--- src/rtl/msi001_cfg_seq_if.sv ---
// Host-side table/control bus plus SPI-master hookup for the MSI001 config sequencer.
// The slave modport is the sequencer; the master modport is whatever drives it (host + SPI master).
interface msi001_cfg_seq_if #(
    parameter int NUM_WORDS = 8
);
    localparam int AW = $clog2(NUM_WORDS);

    logic          wr_en;
    logic [AW-1:0] wr_addr;
    logic [23:0]   wr_data;
    logic          start;
    logic [AW:0]   seq_len;
    logic          busy;
    logic          done;
    logic          error;
    logic [AW-1:0] word_idx;
    logic [23:0]   spi_data;
    logic          spi_restart;
    logic          spi_complete;

    modport master (
        output wr_en, wr_addr, wr_data, start, seq_len, spi_complete,
        input  busy, done, error, word_idx, spi_data, spi_restart
    );

    modport slave (
        input  wr_en, wr_addr, wr_data, start, seq_len, spi_complete,
        output busy, done, error, word_idx, spi_data, spi_restart
    );
endinterface

--- src/rtl/msi001_cfg_seq.sv ---
// Plays a writable table of 24-bit MSI001 register words out to the SPI master, one word per
// restart/transfer/gap cycle, waiting on the master's completion edge with a per-word timeout.
module msi001_cfg_seq #(
    parameter int NUM_WORDS      = 8,
    parameter int RESTART_CYCLES = 8,
    parameter int GAP_CYCLES     = 16,
    parameter int TIMEOUT_CYCLES = 1024
) (
    input  logic                    clk,
    input  logic                    reset,
    msi001_cfg_seq_if.slave         bus
);
    localparam int AW     = $clog2(NUM_WORDS);
    localparam int MAX_RG = (RESTART_CYCLES > GAP_CYCLES) ? RESTART_CYCLES : GAP_CYCLES;
    localparam int MAXC   = (TIMEOUT_CYCLES > MAX_RG) ? TIMEOUT_CYCLES : MAX_RG;
    localparam int CW     = $clog2(MAXC + 1);

    localparam logic [CW-1:0] CNT_ONE  = CW'(1);
    localparam logic [CW-1:0] CNT_RST  = CW'(RESTART_CYCLES - 1);
    localparam logic [CW-1:0] CNT_GAP  = CW'(GAP_CYCLES - 1);
    localparam logic [CW-1:0] CNT_TMO  = CW'(TIMEOUT_CYCLES - 1);
    localparam logic [AW-1:0] IDX_ONE  = AW'(1);
    localparam logic [AW-1:0] IDX_LAST = AW'(NUM_WORDS - 1);
    localparam logic [AW:0]   LEN_ONE  = (AW+1)'(1);
    localparam logic [AW:0]   LEN_MAX  = (AW+1)'(NUM_WORDS);

    typedef enum logic [2:0] {
        S_IDLE,
        S_RESTART,
        S_WAIT,
        S_GAP,
        S_FINISH
    } state_t;

    state_t        r_state;
    state_t        w_state_nxt;
    logic [23:0]   r_table [NUM_WORDS];
    logic [CW-1:0] r_cnt;
    logic [CW-1:0] w_cnt_nxt;
    logic [AW-1:0] r_idx;
    logic [AW-1:0] r_last;
    logic [23:0]   r_spi_data;
    logic          r_busy;
    logic          r_error;
    logic          r_spi_restart;
    logic          r_cmpl_q;

    logic          w_accept;
    logic          w_first;
    logic          w_advance;
    logic          w_timeout;
    logic          w_rise;
    logic [AW-1:0] w_len_last;
    logic [AW-1:0] w_idx_inc;

    assign w_rise     = bus.spi_complete & ~r_cmpl_q;
    assign w_idx_inc  = r_idx + IDX_ONE;
    // Over-long requests are clamped to the table depth.
    assign w_len_last = (bus.seq_len > LEN_MAX) ? IDX_LAST : AW'(bus.seq_len - LEN_ONE);

    always_comb begin
        w_state_nxt = r_state;
        w_cnt_nxt   = r_cnt + CNT_ONE;
        w_accept    = 1'b0;
        w_first     = 1'b0;
        w_advance   = 1'b0;
        w_timeout   = 1'b0;
        unique case (r_state)
            S_IDLE: begin
                w_cnt_nxt = '0;
                if (bus.start) begin
                    w_accept = 1'b1;
                    if (bus.seq_len == '0) begin
                        w_state_nxt = S_FINISH;
                    end else begin
                        w_first     = 1'b1;
                        w_state_nxt = S_RESTART;
                    end
                end
            end
            S_RESTART: begin
                if (r_cnt == CNT_RST) begin
                    w_cnt_nxt   = '0;
                    w_state_nxt = S_WAIT;
                end
            end
            S_WAIT: begin
                if (w_rise) begin
                    w_cnt_nxt   = '0;
                    w_state_nxt = S_GAP;
                end else if (r_cnt == CNT_TMO) begin
                    w_cnt_nxt   = '0;
                    w_timeout   = 1'b1;
                    w_state_nxt = S_FINISH;
                end
            end
            S_GAP: begin
                if (r_cnt == CNT_GAP) begin
                    w_cnt_nxt = '0;
                    if (r_idx == r_last) begin
                        w_state_nxt = S_FINISH;
                    end else begin
                        w_advance   = 1'b1;
                        w_state_nxt = S_RESTART;
                    end
                end
            end
            S_FINISH: begin
                w_cnt_nxt   = '0;
                w_state_nxt = S_IDLE;
            end
            default: begin
                w_cnt_nxt   = '0;
                w_state_nxt = S_IDLE;
            end
        endcase
    end

    always_ff @(posedge clk) begin
        if (reset) begin
            r_state       <= S_IDLE;
            r_cnt         <= '0;
            r_idx         <= '0;
            r_last        <= '0;
            r_spi_data    <= '0;
            r_busy        <= 1'b0;
            r_error       <= 1'b0;
            r_spi_restart <= 1'b1;
            r_cmpl_q      <= 1'b0;
        end else begin
            r_state       <= w_state_nxt;
            r_cnt         <= w_cnt_nxt;
            r_cmpl_q      <= bus.spi_complete;
            r_spi_restart <= (w_state_nxt != S_WAIT);
            if (w_accept) begin
                r_error <= 1'b0;
                r_idx   <= '0;
                r_last  <= w_len_last;
            end
            if (w_timeout) begin
                r_error <= 1'b1;
            end
            // A table write coinciding with start must reach the first word.
            if (w_first) begin
                r_busy     <= 1'b1;
                r_spi_data <= (bus.wr_en && bus.wr_addr == '0) ? bus.wr_data : r_table[0];
            end
            if (w_advance) begin
                r_idx      <= w_idx_inc;
                r_spi_data <= r_table[w_idx_inc];
            end
            if (r_state == S_FINISH) begin
                r_busy <= 1'b0;
            end
        end
    end

    always_ff @(posedge clk) begin
        if (reset) begin
            for (int i = 0; i < NUM_WORDS; i++) begin
                r_table[i] <= '0;
            end
        end else if (bus.wr_en && r_state == S_IDLE) begin
            r_table[bus.wr_addr] <= bus.wr_data;
        end
    end

    assign bus.busy        = r_busy;
    assign bus.done        = (r_state == S_FINISH);
    assign bus.error       = r_error;
    assign bus.word_idx    = r_idx;
    assign bus.spi_data    = r_spi_data;
    assign bus.spi_restart = r_spi_restart;
endmodule
--- src/flat_wrapper.sv ---
// flat-port wrapper written by rule: the top's interface ports become plain ports
module msi001_cfg_seq_flat 
#(
    parameter int NUM_WORDS      = 8,
    parameter int RESTART_CYCLES = 8,
    parameter int GAP_CYCLES     = 16,
    parameter int TIMEOUT_CYCLES = 1024
)
  (clk, reset, bus_wr_en, bus_wr_addr, bus_wr_data, bus_start, bus_seq_len, bus_spi_complete, bus_busy, bus_done, bus_error, bus_word_idx, bus_spi_data, bus_spi_restart);
  msi001_cfg_seq_if #(.NUM_WORDS(NUM_WORDS)) bus_i ();
  input  logic clk;
  input  logic reset;
  input wire logic [$bits(bus_i.wr_en)-1:0] bus_wr_en;
  input wire logic [$bits(bus_i.wr_addr)-1:0] bus_wr_addr;
  input wire logic [$bits(bus_i.wr_data)-1:0] bus_wr_data;
  input wire logic [$bits(bus_i.start)-1:0] bus_start;
  input wire logic [$bits(bus_i.seq_len)-1:0] bus_seq_len;
  input wire logic [$bits(bus_i.spi_complete)-1:0] bus_spi_complete;
  output wire logic [$bits(bus_i.busy)-1:0] bus_busy;
  output wire logic [$bits(bus_i.done)-1:0] bus_done;
  output wire logic [$bits(bus_i.error)-1:0] bus_error;
  output wire logic [$bits(bus_i.word_idx)-1:0] bus_word_idx;
  output wire logic [$bits(bus_i.spi_data)-1:0] bus_spi_data;
  output wire logic [$bits(bus_i.spi_restart)-1:0] bus_spi_restart;
  assign bus_i.wr_en = bus_wr_en;
  assign bus_i.wr_addr = bus_wr_addr;
  assign bus_i.wr_data = bus_wr_data;
  assign bus_i.start = bus_start;
  assign bus_i.seq_len = bus_seq_len;
  assign bus_i.spi_complete = bus_spi_complete;
  assign bus_busy = bus_i.busy;
  assign bus_done = bus_i.done;
  assign bus_error = bus_i.error;
  assign bus_word_idx = bus_i.word_idx;
  assign bus_spi_data = bus_i.spi_data;
  assign bus_spi_restart = bus_i.spi_restart;
  msi001_cfg_seq #(.NUM_WORDS(NUM_WORDS), .RESTART_CYCLES(RESTART_CYCLES), .GAP_CYCLES(GAP_CYCLES), .TIMEOUT_CYCLES(TIMEOUT_CYCLES)) u_core (.clk(clk), .reset(reset), .bus(bus_i));
endmodule
--- config.mk ---
export PLATFORM = sky130hd
export DESIGN_NAME = msi001_cfg_seq_flat
export DESIGN_NICKNAME = d
export VERILOG_FILES = /design/src/rtl/msi001_cfg_seq_if.sv /design/src/rtl/msi001_cfg_seq.sv /design/src/flat_wrapper.sv
export SDC_FILE = /design/constraint.sdc
export NUM_CORES = 1
export LEC_CHECK = 0
export ABC_AREA = 1
export CORE_ASPECT_RATIO = 1.75
export CORE_MARGIN = 2
export CORE_UTILIZATION = 60
export CTS_CLUSTER_DIAMETER = 50
export CTS_CLUSTER_SIZE = 16
export DETAILED_ROUTE_END_ITERATION = 16
export PLACE_DENSITY = 0.76
export RECOVER_POWER = 25
export REMOVE_ABC_BUFFERS = 1
export SETUP_SLACK_MARGIN = 0.1
export SLEW_MARGIN = 20
export SYNTH_ARGS = -nofsm -noshare
export SYNTH_HDL_FRONTEND = slang
export SYNTH_SLANG_ARGS = --single-unit
export TNS_END_PERCENT = 20
--- constraint.sdc ---
create_clock -name clk -period 5.15 [get_ports clk]
set_clock_uncertainty 0.05 [all_clocks]
set_input_delay 0.515 -clock clk [delete_from_list [all_inputs] [get_ports clk]]
set_output_delay 0.515 -clock clk [all_outputs]
set_load 0.1 [all_outputs]
==> summary.txt, run 1 <==
Floorplan
  • Die height: roughly 190 um
  • Die area: between 20000 and 25000 um^2
  • Row cnt: 69
  • Io pins: 67
  • Chip width: 112 um
  • Core ar.: between 20000 and 25000 um^2
  • Initial Util: 60.6%

Synth
  • Post-synthesis sequential area ratio: a little under three fifths
  • Prevailing post-synth register cell: edfxtp_1
  • Synth Area in XOR/XNOR: 0.781%
  • Adder-cell share of the synthesized area: 0.308%
  • Dominant cell type by area after synthesis: edfxtp_1
  • Mapped Area: 12200 um^2
  • Synth area leaders: edfxtp_1 (47%), nand2_1 (13%), inv_1 (8.5%)
  • Yosys warning count: 0
  • Syn Inst Count: approximately 1500
  • Synthesized area per cell: between 8 and 9 um^2
  • FFs w/ async S/R, synth: 0%
  • Seq cells post-synth: 240
  • Synth unique cells: 33
  • Post-synth EDFFs: 192
  • Multiplexer share of the synthesized area: 0%
  • Simple-gate area share of the yosys netlist: 29.5%
  • Area share of the largest cell type after synthesis: between 40% and 50%
  • Largest family of logic cells by synthesized area: simple AND/OR/NAND/NOR gates
  • Compound-Gate Fraction of Synth Area: approximately 2.3%

Timing
  • Post-layout min period: roughly 4.0 ns
  • Slew HR: -72.5%
  • Maximum clock rate: roughly 250 MHz
  • Setup TNS: 0 ns
  • Slew @ Worst Pin: ~2.6 ns
  • Final worst path period share: between 70% and 80%
  • Final setup vio count: 0
  • Final hold vios: 0
  • RSZ-0062 raised after global routing: false
  • Slew Limit Fails: 27

Route
  • Routed WL: ~34000 um
  • Remaining DRCs: 0
  • Post-route ant nets: 0
  • Via density: 5.50
  • Wire per inst: between 15 and 20 um
  • Via Count: ~10000
  • Drt initial violations: 1100
  • Drt first pass iters: 5

Critical path
  • CP startpoint kind: input pin
  • Peak fanout along the critical path: 26
  • Reg2reg path depth: 10
  • Critical Path AT: ~4.3 ns
  • CP Class: in -> reg
  • Worst setup EP type: register
  • Worst Path Required: roughly 5.5 ns

GRT
  • Number of global-route vias before repair: 9250
  • Largest net degree at the start of global routing: about 100
  • Tot GR Track Use: 31.0%
  • Grt total ovfl: 0
  • Initial antenna violation count: 0
  • First-pass GRT wire length: 50200 um

Clocking
  • TritonCTS Buffers: 19
  • Skew-Pair Late Insertion Delay: around 0.5 ns
  • CTS-repair resized insts: 0
  • CTS tree: built
  • Clock slew at reported path FFs: about 0.070 ns
  • Root Buffer: clkbuf_16
  • Postcts setup bufs: 0
  • Maximum clock path buffer count: 3
  • CTS H-Tree Depth: 1
  • CTS Hold Bufs: 0
  • CTS sink count: 240

Pwr
  • PwrDens: between 300 and 400 nW/um^2
  • Net Sw Frac: 25.7%
  • Seq pwr share: ~55%
  • Clock power share: approximately a third
  • Total power: a little over 4 mW
  • Sw power: about 1.0 mW
  • Leakage: around 6.2 nW
  • Worst vdd ir: ~0.24 mV
  • Cell-internal power: about 3 mW
  • Combinational share of power: 10.8%

Worst hold path
  • Worst min path class: reg -> reg
  • Hold depth: 2

Final layout
  • Fillers: 1677
  • Area growth, synth to finish: 9.21%
  • Final nets: about 1600
  • ANT cells: 0
  • Highest-count cells in the layout ignoring fill and taps: nand2_1 (433), inv_1 (276), nor2_1 (272), edfxtp_1 (192), nand3_1 (116)
  • Commonest non-fill, non-tap cell in the layout: nand2_1
  • Share of layout cells above drive strength 1: ~4.6%

Place
  • Gp weighted congestion: approximately 0.92
  • Post-detail-place hpwl: 21600 um
  • Buffers added on ports: 66

Run status
  • Status: finished, violations left
  • Failing checks: capacitance limit, slew limit

Run
  • Max-Cap Viols: 1
==> power groups by stage <==
stage | combinational (mW) | sequential [mW] | clock [mW]
floorplan | 0.197 | 2.33 | 0
global placement | 0.427 | 2.25 | 0
detailed placement | 0.434 | 2.26 | 0
CTS | 0.437 | 2.21 | 1.38
global route | 0.468 | 2.22 | 1.45
finish | 0.436 | 2.21 | 1.39
==> cells in the mapped netlist, types with 3 or more instances <==
cell,count
buf_2,38
nand4_1,5
nor2_1,268
edfxtp_1,192
o211ai_1,24
clkbuf_1,16
nand3_2,4
nand2_2,11
inv_2,6
dfxtp_1,48
a21oi_1,9
nand3_1,114
xor2_1,7
nor2_4,7
o21ai_0,4
buf_4,8
nor3_1,4
ha_1,3
inv_1,276
nand2_1,425
nor2_2,23
==> logic make-up after synthesis <==
| group | count (synthesis) |
|---|---|
| compound gates | 42 |
| xor+xnor | 10 |
| fa+ha+maj | 3 |
| buf+inv | 351 |
| flops | 240 |
| simple gates | 864 |
==> layer usage <==
| layer | track usage, % | wire [um] | up-vias |
|---|---|---|---|
| li1 | - | - | 4660 |
| met1 | 35.8 | 11300 | 4551 |
| met2 | 53.9 | 16300 | 556 |
| met3 | 3.93 | 3200 | 110 |
| met4 | 20.8 | 2700 | 0 |
| met5 | 0 | 0 | - |
==> area by class of cell <==
| cell class | count | area (um^2) | area share (%) |
|---|---|---|---|
| Clock inverter | 2 | 15.0 | 0.113 |
| Sequential cell | 240 | 6730 | 50.6 |
| Tap cell | 248 | 310 | 2.33 |
| Clock buffer | 31 | 531 | 3.99 |
| Inverter | 283 | 1060 | 7.99 |
| Multi-Input combinational cell | 919 | 3950 | 29.7 |
| Timing Repair Buffer | 72 | 701 | 5.27 |
==> state kept, by name, indices dropped and copies added, names as in the netlist <==
name,count
u_core.r_table,192
u_core.bus.spi_data,24
u_core.r_cnt,11
u_core.bus.word_idx,3
u_core.r_last,3
u_core.r_state,3
u_core.bus.busy,1
u_core.bus.error,1
u_core.bus.spi_restart,1
u_core.r_cmpl_q,1
==> final timing paths <==
| kind | from | to | slack [ns] |
|---|---|---|---|
| setup / recovery | bus_seq_len[0] | u_core.bus.spi_data[23]$_SDFFE_PP0P_ | 1.13 |
| hold reg to reg | u_core.bus.error$_SDFFE_PP0P_ | u_core.bus.error$_SDFFE_PP0P_ | 0.43 |
| hold / removal | u_core.bus.error$_SDFFE_PP0P_ | u_core.bus.error$_SDFFE_PP0P_ | 0.43 |
| setup reg to reg | u_core.r_state[0]$_SDFF_PP0_ | u_core.bus.spi_data[23]$_SDFFE_PP0P_ | 1.37 |
==> through the flow <==
stage                     instance area [um^2]  setup WS, ns  hold slack, ns  utilization [%]  cells
final                                    13300          1.13           0.428             66.1   1795
after global routing                     13300         0.967           0.442             66.1   1795
after CTS                                13400          2.16           0.432             66.4   1795
after detailed placement                 12800          1.66           0.415             63.7   1762
after global placement                   12800          1.79           0.412             63.7   1762
after floorplan                          11800       -0.0455           0.403                -   1442
==> critical path: stages <==
cell and delay (ns):
dlygate4sd3_1 0.55, inv_1 0.05, ha_1 0.23, nand3_1 0.10, inv_1 0.05, nor2_1 1.89
inv_2 0.16, nand2_4 0.55, nor2_1 0.08, nor2_1 0.10, nor2_1 0.04
Power figures use the tool's default switching activity.
==> run 2: changes to the inputs <==
CORE_UTILIZATION = 54   (was 60)
PLACE_DENSITY = 0.72   (was 0.76)
clock period = 3.6 ns   (was 5.15 ns; I/O delays follow)
==> summary.txt, run 2 (same netlist as run 1, synthesis figures left out) <==
Run status
  • Status: finished, violations left
  • Failing checks: capacitance limit, slew limit

Timing
  • Setup TNS: 0 ns
  • Final setup vio count: 0
  • Slew Limit Fails: roughly 220
  • Final hold vios: 0
  • Slew @ Worst Pin: 2.06 ns
  • RSZ-0062 raised after global routing: false
  • Maximum clock rate: 333 MHz
  • Final Hold Slack: 0.374 ns
  • Post-route setup slack: just under 0.6 ns
  • Slew HR: -37.5%
  • Final worst path period share: ~83%
  • Post-layout min period: between 3 and 4 ns

Final layout
  • Final non-filler cell total: roughly 1900
  • Final nets: roughly 1600
  • Share of layout cells above drive strength 1: approximately 6%
  • Max FFs per register: approximately 190
  • Most flops, register: u_core.r_table
  • Highest-count cells in the layout ignoring fill and taps: nand2_1 (426), inv_1 (277), nor2_1 (270), edfxtp_1 (192), nand3_1 (114)
  • Commonest non-fill, non-tap cell in the layout: nand2_1
  • Area growth, synth to finish: 11.6%

GRT
  • Initial antenna violation count: 0
  • Tot GR Track Use: between 20% and 30%
  • First-pass GRT wire length: between 40000 and 50000 um
  • Grt total ovfl: 0
  • Number of global-route vias before repair: 9826
  • Largest net degree at the start of global routing: 86

Pwr
  • Total power: about 5.7 mW
  • Leakage: around 6.4 nW
  • Worst vdd ir: approximately 0.35 mV
  • PwrDens: about 420 nW/um^2

Run
  • Max-Cap Viols: 8

Critical path
  • Worst setup EP type: register
  • Slowest stage delay, CP: ~1.2 ns
  • Peak fanout along the critical path: 25
  • Slowest CP cell: clkbuf_1
  • Worst Setup SP: u_core.r_state[1]$_SDFF_PP0_
  • CP startpoint kind: register
  • Reg2reg path depth: 9
  • Buf+Inv Stages, Crit Path: 3
  • R2r startpoint: u_core.r_state[1]$_SDFF_PP0_
  • CP Class: reg -> reg
  • CP most frequent cell: nand2_1
  • CP Depth: 9
  • Worst Path Required: roughly 3.8 ns
  • Critical Path AT: 3.17 ns
  • Critical-path cell list: inv_1 > nand2_1 > nor2_4 > nand3_1 > nor2_1 > nand2_2 > clkbuf_1 > nand2_1 > buf_4
  • Delay-heaviest family, CP: buffers and inverters

Route
  • Drt initial violations: ~670
  • Routed WL: roughly 30000 um
  • Via density: roughly 5.1
  • Via Count: around 9600
  • Post-route ant nets: 0
  • Wire per inst: 16.5 um
  • Drt first pass iters: 5
  • Remaining DRCs: 0

Place
  • Post-detail-place hpwl: 18200 um
  • Gp weighted congestion: 0.820
  • Dpl cells: approximately 1800
  • Buffers added on ports: 66
  • Worst slack at placement: slightly above 0.9 ns

Floorplan
  • Io pins: 67
  • Initial Util: between 50% and 60%
  • Core ar.: about 22000 um^2
  • Die height: roughly 200 um
  • Row cnt: slightly above 70
  • Chip width: 118 um
  • Die area: about 24000 um^2

Worst hold path
  • Hold depth: 3
  • Worst min path class: in -> reg
  • Hold path startpoint: bus_spi_complete

Clocking
  • CTS H-Tree Depth: 1
  • TritonCTS Buffers: 19
  • Clock slew at reported path FFs: roughly 0.070 ns
  • Postcts setup bufs: 0
  • Skew-Pair Late Insertion Delay: 0.49 ns
  • Maximum clock path buffer count: 3
  • CTS Hold Bufs: 0
  • CTS tree: built
  • CTS sink count: 240
  • CTS-repair resized insts: 0
  • Root Buffer: clkbuf_16
-- run 2: cell types whose count changed in the layout (fill, tap and decap cells not counted), sizes merged --
cell / before / now
buf: 7 / 21
clkbuf: 31 / 40
clkinv: 1 / 2
diode: 0 / 1
dlygate4sd3: 1 / 0
inv: 284 / 283
-- run 2: final timing paths --
kind	to	slack [ns]
max	u_core.r_table[2][8]$_SDFFCE_PN0P_	0.60
min reg2reg	u_core.bus.error$_SDFFE_PP0P_	0.42
max reg2reg	u_core.r_table[2][8]$_SDFFCE_PN0P_	0.60
min	u_core.r_cmpl_q$_SDFF_PP0_	0.37
-- run 2: stage by stage --
step | instance area (um^2) | utilization (%)
floorplan | 11800 | -
global placement | 13100 | 59.1
detailed placement | 13100 | 59.1
CTS | 13600 | 61.6
global route | 13600 | 61.3
finish | 13600 | 61.3
-- run 2: where the power goes --
part | switching [mW] | internal (mW) | total, mW
combinational | 0.442 | 0.177 | 0.619
sequential | 0.0396 | 3.11 | 3.15
clock | 0.953 | 1.00 | 1.95
-- run 2: cell type report --
cell class	count	area, um^2
Tap cell	296	370
Fill cell	1998	8570
Timing Repair Buffer	94	895
Multi-Input combinational cell	919	3990
Sequential cell	240	6730
Antenna cell	1	2.50
Clock buffer	31	520
Clock inverter	2	20.0
Inverter	283	1060
-- run 2: worst min-delay path: stages --
cell	delay, ns
clkdlybuf4s50_1	0.40
inv_1	0.07
nor2_1	0.04
-- run 2: layer usage --
layer	global-route usage, %	up-vias	share of wire [%]
met4	11.8	0	4.3
li1	-	4700	-
met5	0	-	0
met3	3.34	89	5.9
met2	50.2	305	53
met1	28.6	4466	37
==> run 3: changes to the inputs <==
CORE_UTILIZATION = 60   (was 54)
PLACE_DENSITY = 0.76   (was 0.72)
clock period = 2.79 ns   (was 3.6 ns; I/O delays follow)
==> summary.txt, run 3 (same netlist as run 1, synthesis figures left out) <==
Floorplan
  • Row cnt: 69
  • Die height: a little under 200 um
  • Core ar.: approximately 20000 um^2
  • Chip width: roughly 110 um
  • Initial Util: between 60% and 70%
  • Die area: 21500 um^2
  • Io pins: 67

Timing
  • Final hold vios: 0
  • Post-layout min period: approximately 2.3 ns
  • Slew Limit Fails: 0
  • Slew @ Worst Pin: around 1.2 ns
  • Final worst path period share: 81.0%
  • Slew HR: approximately a fifth
  • Final setup vio count: 0
  • Maximum clock rate: between 400 and 500 MHz
  • RSZ-0062 raised after global routing: false

Route
  • Via density: between 5 and 6
  • Remaining DRCs: 0
  • Drt first pass iters: 5
  • Post-route ant nets: 0
  • Routed WL: approximately 30000 um
  • Wire per inst: 16.6 um
  • Drt initial violations: just under 900
  • Via Count: ~9800

Final layout
  • Area growth, synth to finish: 10.0%
  • Fin util: about 67%
  • Max FFs per register: approximately 190
  • Commonest non-fill, non-tap cell in the layout: nand2_1
  • Share of layout cells above drive strength 1: under 10%
  • ANT cells: 0
  • Post-route cell area: between 10000 and 15000 um^2
  • Highest-count cells in the layout ignoring fill and taps: nand2_1 (427), inv_1 (278), nor2_1 (272), edfxtp_1 (192), nand3_1 (114)
  • Final nets: 1600
  • Most flops, register: u_core.r_table

Critical path
  • CP Class: reg -> reg
  • R2r startpoint: u_core.r_state[0]$_SDFF_PP0_
  • Reg2reg path depth: 8
  • Reg-to-reg slack, setup: ~0.53 ns
  • Critical Path AT: between 2 and 3 ns
  • Worst Path Required: approximately 3.1 ns
  • Capture point of the worst reg-to-reg path: u_core.r_table[5][16]$_SDFFCE_PN0P_
  • Worst setup EP type: register
  • CP startpoint kind: register
  • Peak fanout along the critical path: 24

GRT
  • Initial antenna violation count: 0
  • Number of global-route vias before repair: approximately 9600
  • Grt total ovfl: 0
  • Largest net degree at the start of global routing: 98
  • First-pass GRT wire length: approximately 47000 um
  • Tot GR Track Use: 28.2%

Clocking
  • TritonCTS Buffers: 19
  • Root Buffer: clkbuf_16
  • Clock slew at reported path FFs: around 0.070 ns
  • Postcts setup bufs: 0
  • CTS sink count: 240
  • CTS Hold Bufs: 0
  • CTS tree: built
  • Maximum clock path buffer count: 3
  • CTS-repair resized insts: 0
  • Skew-Pair Late Insertion Delay: about 0.51 ns
  • CTS H-Tree Depth: 1

Run
  • Max-Cap Viols: 0

Pwr
  • Combinational share of power: 10.4%
  • PwrDens: around 550 nW/um^2
  • Clock power share: between 30% and 40%
  • Worst vdd ir: 0.522 mV
  • Cell-internal power: between 5 and 6 mW
  • Leakage: 6.34 nW
  • Seq pwr share: between 50% and 60%
  • Net Sw Frac: about a quarter
  • Sw power: about 1.9 mW

Place
  • Buffers added on ports: 66
  • Post-detail-place hpwl: about 18000 um
  • Area after DPL: between 10000 and 15000 um^2
  • Gp weighted congestion: slightly below 0.9

Worst hold path
  • Worst min path class: in -> reg
  • Hold worst-path end: u_core.bus.spi_restart$_SDFF_PP1_
  • Hold depth: 3
  • Hold path startpoint: reset

Run status
  • Status: finished clean
[run 3: changes by cell type in the layout (fill, tap and decap cells not counted), sizes merged]
cell	previous run	this run
buf	21	32
clkbuf	40	63
clkdlybuf4s50	64	34
clkinv	2	1
diode	1	0
inv	283	285
[run 3: per-stage QoR]
| stage | worst slack [ns] | instances | total power [mW] | setup TNS, ns | hold WS [ns] |
|---|---|---|---|---|---|
| finish | 0.530 | 1822 | 7.38 | 0 | 0.171 |
| global route | 0.291 | 1822 | 7.61 | 0 | 0.201 |
| CTS | 0.728 | 1822 | 7.43 | 0 | 0.176 |
| detailed placement | 0.502 | 1788 | 4.94 | 0 | 0.420 |
| global placement | 0.575 | 1788 | 4.92 | 0 | 0.420 |
| floorplan | -2.41 | 1442 | 4.67 | -70.25 | 0.298 |
[run 3: how the worst max path moves through the flow]
stage	start	endpoint	slack [ns]	cells past startpoint
after floorplan	u_core.bus.word_idx[0]$_SDFFE_PP0P_	u_core.bus.spi_data[0]$_SDFFE_PP0P_	-2.41	10
after global placement	bus_wr_addr[1]	u_core.bus.spi_data[23]$_SDFFE_PP0P_	0.58	8
after CTS	u_core.bus.word_idx[0]$_SDFFE_PP0P_	u_core.bus.spi_data[12]$_SDFFE_PP0P_	0.73	11
after detailed placement	bus_wr_addr[1]	u_core.bus.spi_data[5]$_SDFFE_PP0P_	0.50	8
final	u_core.r_state[0]$_SDFF_PP0_	u_core.r_table[5][16]$_SDFFCE_PN0P_	0.53	8
after global routing	u_core.r_state[0]$_SDFF_PP0_	u_core.r_table[6][21]$_SDFFCE_PN0P_	0.29	8
[run 3: cell type report]
cell class              count  area [um^2]
well taps                 248          310
fillers                  1689         6710
clock inverters             3         26.3
inverters                 283         1060
clock buffers              31          520
flip-flops and latches    240         6730
multi-input cells         919         3980
repair buffers             98          777
[run 3: critical path, stage by stage, from the launching register on]
cell,delay (ns)
dfxtp_1,0.31
inv_1,0.12
nand2_1,0.10
nor2_1,0.21
nand3_1,0.14
nor2_1,0.36
nand2_2,0.09
clkbuf_2,0.44
nor2_1,0.24
[run 3: power groups by stage]
stage | registers (mW) | clock network, mW | logic (mW)
after floorplan | 4.31 | 0 | 0.364
after global placement | 4.14 | 0 | 0.777
after detailed placement | 4.15 | 0 | 0.791
after CTS | 4.07 | 2.56 | 0.796
after global routing | 4.08 | 2.69 | 0.839
final | 4.07 | 2.54 | 0.768
[run 3: per-layer routing]
metal / GRT usage, % / routed length, um / vias to the layer above
met5: 0 / 0 / -
li1: - / - / 4712
met1: 31.1 / 11000 / 4613
met4: 15.4 / 1380 / 0
met3: 3.36 / 2120 / 105
met2: 52.5 / 15700 / 416
